==> src/rtl/led_effect_engine_pkg.sv <==
// Shared IO definitions for the LED driver and its effect engine: mode
// encodings, effect-config word field layout and small bit helpers.
package led_effect_engine_pkg;

    localparam logic [1:0] MODE_PASS   = 2'b00;
    localparam logic [1:0] MODE_BLINK  = 2'b01;
    localparam logic [1:0] MODE_SCROLL = 2'b10;
    localparam logic [1:0] MODE_DIM    = 2'b11;

    localparam int unsigned CFG_MODE_LSB = 0;
    localparam int unsigned CFG_MODE_W   = 2;
    localparam int unsigned CFG_RATE_LSB = 2;
    localparam int unsigned CFG_RATE_W   = 4;
    localparam int unsigned CFG_DUTY_LSB = 6;
    localparam int unsigned CFG_DUTY_W   = 4;

    localparam int unsigned LED_W = 16;

    function automatic logic [LED_W-1:0] rotl1(input logic [LED_W-1:0] value);
        return {value[LED_W-2:0], value[LED_W-1]};
    endfunction

endpackage

==> src/rtl/led_effect_engine_tick_gen.sv <==
// Base-tick prescaler followed by a programmable step divider; emits a
// registered one-cycle step pulse every (rate+1) base ticks.
module led_tick_gen #(
    parameter int unsigned TICK_DIV = 100000
) (
    input  logic       i_clk,
    input  logic       i_rst,
    input  logic       i_clear,
    input  logic [3:0] i_rate,
    output logic       o_step
);

    localparam int unsigned PW = (TICK_DIV > 2) ? $clog2(TICK_DIV) : 1;
    localparam logic [PW-1:0] PRESC_MAX = PW'(TICK_DIV - 1);

    logic [PW-1:0] r_presc;
    logic [3:0]    r_cnt;
    logic          r_step;
    logic          w_tick;

    assign w_tick = (r_presc == PRESC_MAX);
    assign o_step = r_step;

    // Prescaler, step counter and step pulse; clear restarts timing and kills a coincident step.
    always_ff @(posedge i_clk or posedge i_rst) begin
        if (i_rst) begin
            r_presc <= {PW{1'b0}};
            r_cnt   <= 4'd0;
            r_step  <= 1'b0;
        end else if (i_clear) begin
            r_presc <= {PW{1'b0}};
            r_cnt   <= 4'd0;
            r_step  <= 1'b0;
        end else begin
            r_presc <= w_tick ? {PW{1'b0}} : (r_presc + PW'(1));
            if (w_tick) begin
                if (r_cnt >= i_rate) begin
                    r_cnt  <= 4'd0;
                    r_step <= 1'b1;
                end else begin
                    r_cnt  <= r_cnt + 4'd1;
                    r_step <= 1'b0;
                end
            end else begin
                r_cnt  <= r_cnt;
                r_step <= 1'b0;
            end
        end
    end

endmodule

==> src/rtl/led_effect_engine.sv <==
// LED effect engine: applies pass/blink/scroll/dim effects to the LED
// driver's output word and drives the board LEDs from a register.
module led_effect_engine
    import led_effect_engine_pkg::*;
#(
    parameter int unsigned TICK_DIV = 100000
) (
    input  logic        ledclk,
    input  logic        ledrst,
    input  logic [15:0] pattern,
    input  logic        cfgcs,
    input  logic        cfgwrite,
    input  logic [15:0] cfgdata,
    output logic [15:0] led_pin,
    output logic        step
);

    logic [1:0]  r_mode;
    logic [3:0]  r_rate;
    logic [3:0]  r_duty;
    logic        r_phase;
    logic [3:0]  r_pwm;
    logic [15:0] r_shadow;
    logic [15:0] r_prev_pattern;
    logic [15:0] r_led_pin;

    logic        w_cfg_wr;
    logic        w_step;
    logic [1:0]  w_mode_nxt;
    logic [3:0]  w_rate_nxt;
    logic [3:0]  w_duty_nxt;
    logic        w_phase_nxt;
    logic [3:0]  w_pwm_nxt;
    logic [15:0] w_shadow_nxt;
    logic [15:0] w_led_nxt;

    assign w_cfg_wr = cfgcs & cfgwrite;
    assign led_pin  = r_led_pin;
    assign step     = w_step;

    led_tick_gen #(
        .TICK_DIV (TICK_DIV)
    ) u_tick_gen (
        .i_clk   (ledclk),
        .i_rst   (ledrst),
        .i_clear (w_cfg_wr),
        .i_rate  (r_rate),
        .o_step  (w_step)
    );

    // Next effect state; a config write wins over stepping and restarts all effect timing.
    always_comb begin
        w_mode_nxt   = r_mode;
        w_rate_nxt   = r_rate;
        w_duty_nxt   = r_duty;
        w_phase_nxt  = r_phase;
        w_pwm_nxt    = r_pwm;
        w_shadow_nxt = r_shadow;
        if (w_cfg_wr) begin
            w_mode_nxt   = cfgdata[CFG_MODE_LSB +: CFG_MODE_W];
            w_rate_nxt   = cfgdata[CFG_RATE_LSB +: CFG_RATE_W];
            w_duty_nxt   = cfgdata[CFG_DUTY_LSB +: CFG_DUTY_W];
            w_phase_nxt  = 1'b0;
            w_pwm_nxt    = 4'd0;
            w_shadow_nxt = pattern;
        end else begin
            w_phase_nxt = r_phase ^ w_step;
            w_pwm_nxt   = r_pwm + 4'd1;
            if ((r_mode == MODE_SCROLL) && (pattern != r_prev_pattern)) begin
                w_shadow_nxt = pattern;
            end else if ((r_mode == MODE_SCROLL) && w_step) begin
                w_shadow_nxt = rotl1(r_shadow);
            end else begin
                w_shadow_nxt = r_shadow;
            end
        end
    end

    // LED word selected from the post-edge effect state so the pins track it with one cycle of latency.
    always_comb begin
        w_led_nxt = 16'h0000;
        case (w_mode_nxt)
            MODE_PASS:   w_led_nxt = pattern;
            MODE_BLINK:  w_led_nxt = w_phase_nxt ? pattern : 16'h0000;
            MODE_SCROLL: w_led_nxt = w_shadow_nxt;
            MODE_DIM:    w_led_nxt = (w_pwm_nxt < w_duty_nxt) ? pattern : 16'h0000;
            default:     w_led_nxt = 16'h0000;
        endcase
    end

    // Effect state and LED output registers.
    always_ff @(posedge ledclk or posedge ledrst) begin
        if (ledrst) begin
            r_mode         <= MODE_PASS;
            r_rate         <= 4'd0;
            r_duty         <= 4'd0;
            r_phase        <= 1'b0;
            r_pwm          <= 4'd0;
            r_shadow       <= 16'h0000;
            r_prev_pattern <= 16'h0000;
            r_led_pin      <= 16'h0000;
        end else begin
            r_mode         <= w_mode_nxt;
            r_rate         <= w_rate_nxt;
            r_duty         <= w_duty_nxt;
            r_phase        <= w_phase_nxt;
            r_pwm          <= w_pwm_nxt;
            r_shadow       <= w_shadow_nxt;
            r_prev_pattern <= pattern;
            r_led_pin      <= w_led_nxt;
        end
    end

endmodule

==> config.mk <==
export PLATFORM = sky130hd
export DESIGN_NAME = led_effect_engine
export DESIGN_NICKNAME = d
export VERILOG_FILES = /design/src/rtl/led_effect_engine_pkg.sv /design/src/rtl/led_effect_engine_tick_gen.sv /design/src/rtl/led_effect_engine.sv
export SDC_FILE = /design/constraint.sdc
export NUM_CORES = 1
export LEC_CHECK = 0
export ABC_CLOCK_PERIOD_IN_PS = 2300
export BUFFER_PORTS_ARGS = -buffer_cell sky130_fd_sc_hd__buf_2
export CAP_MARGIN = 15
export CORE_ASPECT_RATIO = 1.4
export CORE_MARGIN = 2
export CORE_UTILIZATION = 51
export DETAILED_ROUTE_END_ITERATION = 6
export PLACE_DENSITY = 0.85
export SLEW_MARGIN = 20
export SYNTH_ARGS = -nofsm -noshare
export SYNTH_HDL_FRONTEND = slang
export SYNTH_SLANG_ARGS = --single-unit
==> constraint.sdc <==
create_clock -name ledclk -period 2.3 [get_ports ledclk]
set_input_delay 0.23 -clock ledclk [delete_from_list [all_inputs] [get_ports ledclk]]
set_output_delay 0.23 -clock ledclk [all_outputs]
set_load 0.005 [all_outputs]
**After elaboration in Yosys (flattened, before gate mapping)**

Cells that the tools add are included.
W data, S select, Z words.

- Flip-flop bits (word level): 85
- Word-level logic and storage cells: 46

- Add/sub/neg operators: 3
- $lt $le $gt $ge: 2
- Equality and inequality tests: 6
- Mux-type cells: 18
- Bitwise operators: 2
- Reduce and logical (&&, ||, !) cells: 4

Operator list:

| cell | count |
|---|---|
| $mux W16 | 5 |
| $pmux W16 S4 | 1 |
| $mux W17 | 2 |
| $mux W4 | 5 |
| $add A17 B1 Y17 const B | 1 |
| $eq A17 B17 Y1 const B | 1 |
| $ne A16 B16 Y1 | 1 |
| $add A4 B1 Y4 const B | 2 |
| $eq A2 B2 Y1 const B | 3 |
| $ge A4 B4 Y1 | 1 |
| $lt A4 B4 Y1 | 1 |
| $mux W1 | 4 |
| $eq A2 B1 Y1 const B | 1 |
| $logic_and A1 B1 Y1 | 2 |
| $logic_not A2 Y1 | 1 |
| $mux W2 | 1 |
| $reduce_bool A2 Y1 | 1 |
| $and A1 B1 Y1 | 1 |
| $xor A1 B1 Y1 | 1 |

**Longest topological paths before layout**

- Word-level depth: 6
- Depth in mapped cells: 11

**By module**

Synthesis repeated with hierarchy kept, for this count alone.

- Cells, all modules: 349
- Area total of the unflattened synthesis: 4078.9 µm²

By module, submodules not included:

| module | times used | cells each | area each (µm²) | seq. area each (µm²) |
|---|---|---|---|---|
| led_effect_engine | 1 | 226 | 2866.5 | 1576.5 |
| led_tick_gen | 1 | 123 | 1212.4 | 550.5 |

**Least setup slack after synthesis**

Ideal clock, no wire load.

- Path kind: input-to-reg
- From: in cfgcs
- To: reg r_led_pin[14], in the netlist led_pin[14]
- Data arrival time: 2.082 ns
- Data required time: 2.222 ns
- Slack: 0.140 ns
- Stages on the path: 8
- Path buffers: 2
- Cells stage by stage: nand2_1 -> buf_1 -> mux2i_1 -> ha_1 -> a221o_1 -> o221ai_2 -> buf_6 -> o2bb2ai_1

- Cells in the longest elaborated chain, start to end: 5
- Elaborated cells between the ends (all ways): 14
- Classes of those cells: order compare: 1; eq/ne: 3; mux: 8; bitwise: 1; reduce/logical: 1

RTL lines:

| item | RTL line | source |
|---|---|---|
| start, declared | led_effect_engine.sv:11 | `input logic cfgcs,` |
| $and A1 B1 Y1 (*) | led_effect_engine.sv:37 | `assign w_cfg_wr = cfgcs & cfgwrite;` |
| $mux W4 | led_effect_engine.sv:59 | `if (w_cfg_wr) begin` |
| $lt A4 B4 Y1 | led_effect_engine.sv:86 | `MODE_DIM: w_led_nxt = (w_pwm_nxt < w_duty_nxt) ? pattern : 16'h0000;` |
| $mux W16 | led_effect_engine.sv:86 |  |
| $pmux W16 S4 (*) | led_effect_engine.sv:82 | `case (w_mode_nxt)` |
| via w_led_nxt[14] | led_effect_engine.sv:35 | `logic [15:0] w_led_nxt;` |
| end signal, assigned | led_effect_engine.sv:110 | `r_led_pin <= w_led_nxt;` |
| end, declared | led_effect_engine.sv:25 | `logic [15:0] r_led_pin;` |

Mark *: on every way through the listed nets, which the timed path passes. The rest lies on a longest branch.
A chain may end at the register's enable or synchronous reset.

**Final worst setup path**

- From: reg r_pwm[0]
- To: reg r_led_pin[7], in the netlist led_pin[7]

- Cells in the longest elaborated chain, start to end: 5

RTL lines:

| item | RTL line | source |
|---|---|---|
| start, declared | led_effect_engine.sv:22 | `logic [3:0] r_pwm;` |
| start signal, assigned | led_effect_engine.sv:107 | `r_pwm <= w_pwm_nxt;` |
| $add A4 B1 Y4 | led_effect_engine.sv:68 | `w_pwm_nxt = r_pwm + 4'd1;` |
| $mux W4 | led_effect_engine.sv:59 |  |
| via w_pwm_nxt[3] | led_effect_engine.sv:33 | `logic [3:0] w_pwm_nxt;` |
| $lt A4 B4 Y1 | led_effect_engine.sv:86 |  |
| $mux W16 | led_effect_engine.sv:86 |  |
| $pmux W16 S4 | led_effect_engine.sv:82 |  |
| via w_led_nxt[7] | led_effect_engine.sv:35 |  |

The timed path passes the listed nets, and every way through them passes these cells.

==> out/metrics.yaml <==
cts.clk_slew.worst_paths_ps: 80
setup.worst_path.end_class: "flip-flop"
vias: 2597
gp_congestion: 0.8153
nets: 430
hold_viol: 0
antenna_found_initial: 0
critical-path-max-stage-delay_ps: 400
async_flop_share: 1.000
grt_max_degree: 35
synthTopCellsByArea: "dfrtp_1 (56%), xnor2_1 (6.2%), mux2_2 (4.7%), mux2i_1 (3.9%), ha_1 (3.3%)"
die_x_microns: 77.27
netlist.area_leader.share: 0.5550
die_y_microns: 106.6
layout-drive-gt1-share: 0.2423
post-route-min-period_ps: 2118
netlist_area_sq_um: 3832
route.detailed.drc: 0
rows: 37
arrival_ps: 2380
ir_worst_vdd_mv: 0.6431
tns_ps: 0
clock.fmax_mhz: 472.1
synth_commonest_cells: "dfrtp_1 (85), nand2_1 (29), xnor2_1 (27), nor2_1 (24), inv_1 (19)"
initial_utilization: 0.5239
design.core.area_sq_um: 7315
areaGrowthSynthToFinish_pct: 14.92
avgSynthCellArea_sq_um: 11.87
synth_cell_type_count: 38
post_drt_wl_per_cell_microns: 15.32
timing.final.crit_share: 0.9211
syn_inst: 323
portBuffers: 46
timing.hold.ws_ps: 25.38
numCtsBuffers: 9
drt_iter0_drc: 166
fill_cells: 629
boundaryPins: 53
cp_top_family: "compound AO/OA/AOI/OAI gates"
finalMaxSlewViolations: 0
cts_sinks: 85
status: "finished clean"
drv_cap: 0
power_density_nw_per_um2: 758.2
grt_usage: 0.1956
syn_nets: 369
cp_num_buf_inv: 1
synth_edf_count: 0
worstSkewPairLatency_ps: 360
grt_pass1_vias: 2668
viasPerCell: 5.355
cts_tree: "done"
path_cells: "nand3_1, xor2_1, nor2_1, ha_1, a221o_1, o221ai_2, buf_12, o2bb2ai_1"
synth_top_cell_by_area: "dfrtp_1"
ys_warn_count: 0
cts_setup_buffers: 0
drt-total-wl_mm: 7.431
grt_overflow: 0
clockBufferDepth: 2
critPathKind: "reg2reg"
rsz0062_at_grt: "no"
startpoint_type: "flip-flop"
diodes: 0
yosysSeqAreaShare: 0.5550
dp_hpwl_mm: 5.414
leakage_nw: 2.101
ctsHoldBuffers: 1
grt_pass1_wl_mm: 12.57
setup_violations: 0
slew_headroom: 0.5388
tightest_slew_ps: 690.4
cts_root_buffer: "clkbuf_8"
cp.required_ps: 2560
synth_ff_type: "dfrtp_1"
die_area_sq_um: 8234
htree_levels: 3
cp_slowest_cell: "dfrtp_1"
ys_ff_latch: 85
fin_skew_ps: 12.33
hold_path_class: "in2reg"
ant_nets: 0
first_pass_iters: 4
cts_resized: 0
synth.most_common_cell: "dfrtp_1"
cp_max_fo: 16
[cells by family (layout without fill, tap and decap cells)]
group	after synthesis	in the layout	synth area share
adder cells (fa/ha/maj)	10	10	0.03265
XOR/XNOR	35	35	0.07999
flip-flops	85	85	0.5550
AND/OR/NAND/NOR	98	98	0.1260
AO/OA/AOI/OAI	31	31	0.06627
buffers and inverters	29	94	0.03820
multiplexers	35	35	0.1019
[flip-flops by register name, indices dropped and copies added (netlist names)]
name and count:
r_mode 2, led_pin 16, u_tick_gen.o_step 1, u_tick_gen.r_cnt 4
r_shadow 16, r_pwm 4, r_prev_pattern 16, r_duty 4
u_tick_gen.r_presc 17, r_rate 4, r_phase 1
[metrics by stage]
step                      utilization  cells  cell area [sq um]  setup WS [ps]  total power [mW]
final                          0.6021    485               4404          181.6             3.339
after global placement         0.5790    469               4235          220.2             2.428
after CTS                      0.6021    485               4404          170.4             3.370
after global routing           0.6021    485               4404          27.82             3.523
after floorplan                     -    323               3836          140.0             2.246
after detailed placement       0.5790    469               4235          175.5             2.472
[layout by cell type, fill, tap and decap left out, types with 8 or more instances in the layout]
master	synthesis	routed
dfrtp_1	85	85
buf_2	2	46
nand2_1	29	29
xnor2_1	27	27
nor2_1	24	24
inv_1	19	18
mux2_2	16	16
mux2i_1	15	15
nand3_1	11	11
buf_4	1	11
nand4_1	10	10
a32o_1	10	10
ha_1	10	10
nor3_1	9	9
clkbuf_8	0	9
xor2_1	8	8
[layer usage]
layer / global-route usage / part of all wire / vias up
met5: 0 / 0 / -
met4: 0.07653 / 0.014 / 0
met3: 0.03535 / 0.039 / 9
met2: 0.3497 / 0.54 / 59
met1: 0.2327 / 0.40 / 1290
li1: - / - / 1239
[cell type report]
cell class	count	area, sq um	share of cell area
Clock inverter	3	23.77	0.005398
Timing Repair Buffer	60	362.8	0.08239
Sequential cell	85	2127	0.4830
Clock buffer	12	135.1	0.03068
Multi-Input combinational cell	209	1559	0.3540
Inverter	19	75.07	0.01705
Tap cell	97	121.4	0.02756
[where the power goes]
group          internal [mW]  switching, mW
Clock                  0.389          0.507
Combinational          0.324          0.328
Sequential              1.68          0.112
Total                   2.39          0.947
[path summary, 6_finish.rpt]
path	endpoint	depth (start not counted)	start	slack, ps
min in group asynchronous	u_tick_gen.r_presc[16]$_DFF_PP0_	3	ledrst	510
hold / removal	r_prev_pattern[3]$_DFF_PP0_	1	pattern[3]	30
setup / recovery	led_pin[7]$_DFF_PP0_	8	r_pwm[0]$_DFF_PP0_	180
setup reg to reg	led_pin[7]$_DFF_PP0_	8	r_pwm[0]$_DFF_PP0_	180
max in group asynchronous	led_pin[7]$_DFF_PP0_	4	ledrst	1080
hold reg to reg	r_rate[0]$_DFFE_PP0P_	2	r_rate[0]$_DFFE_PP0P_	490
(Power assumes the default switching activity.)
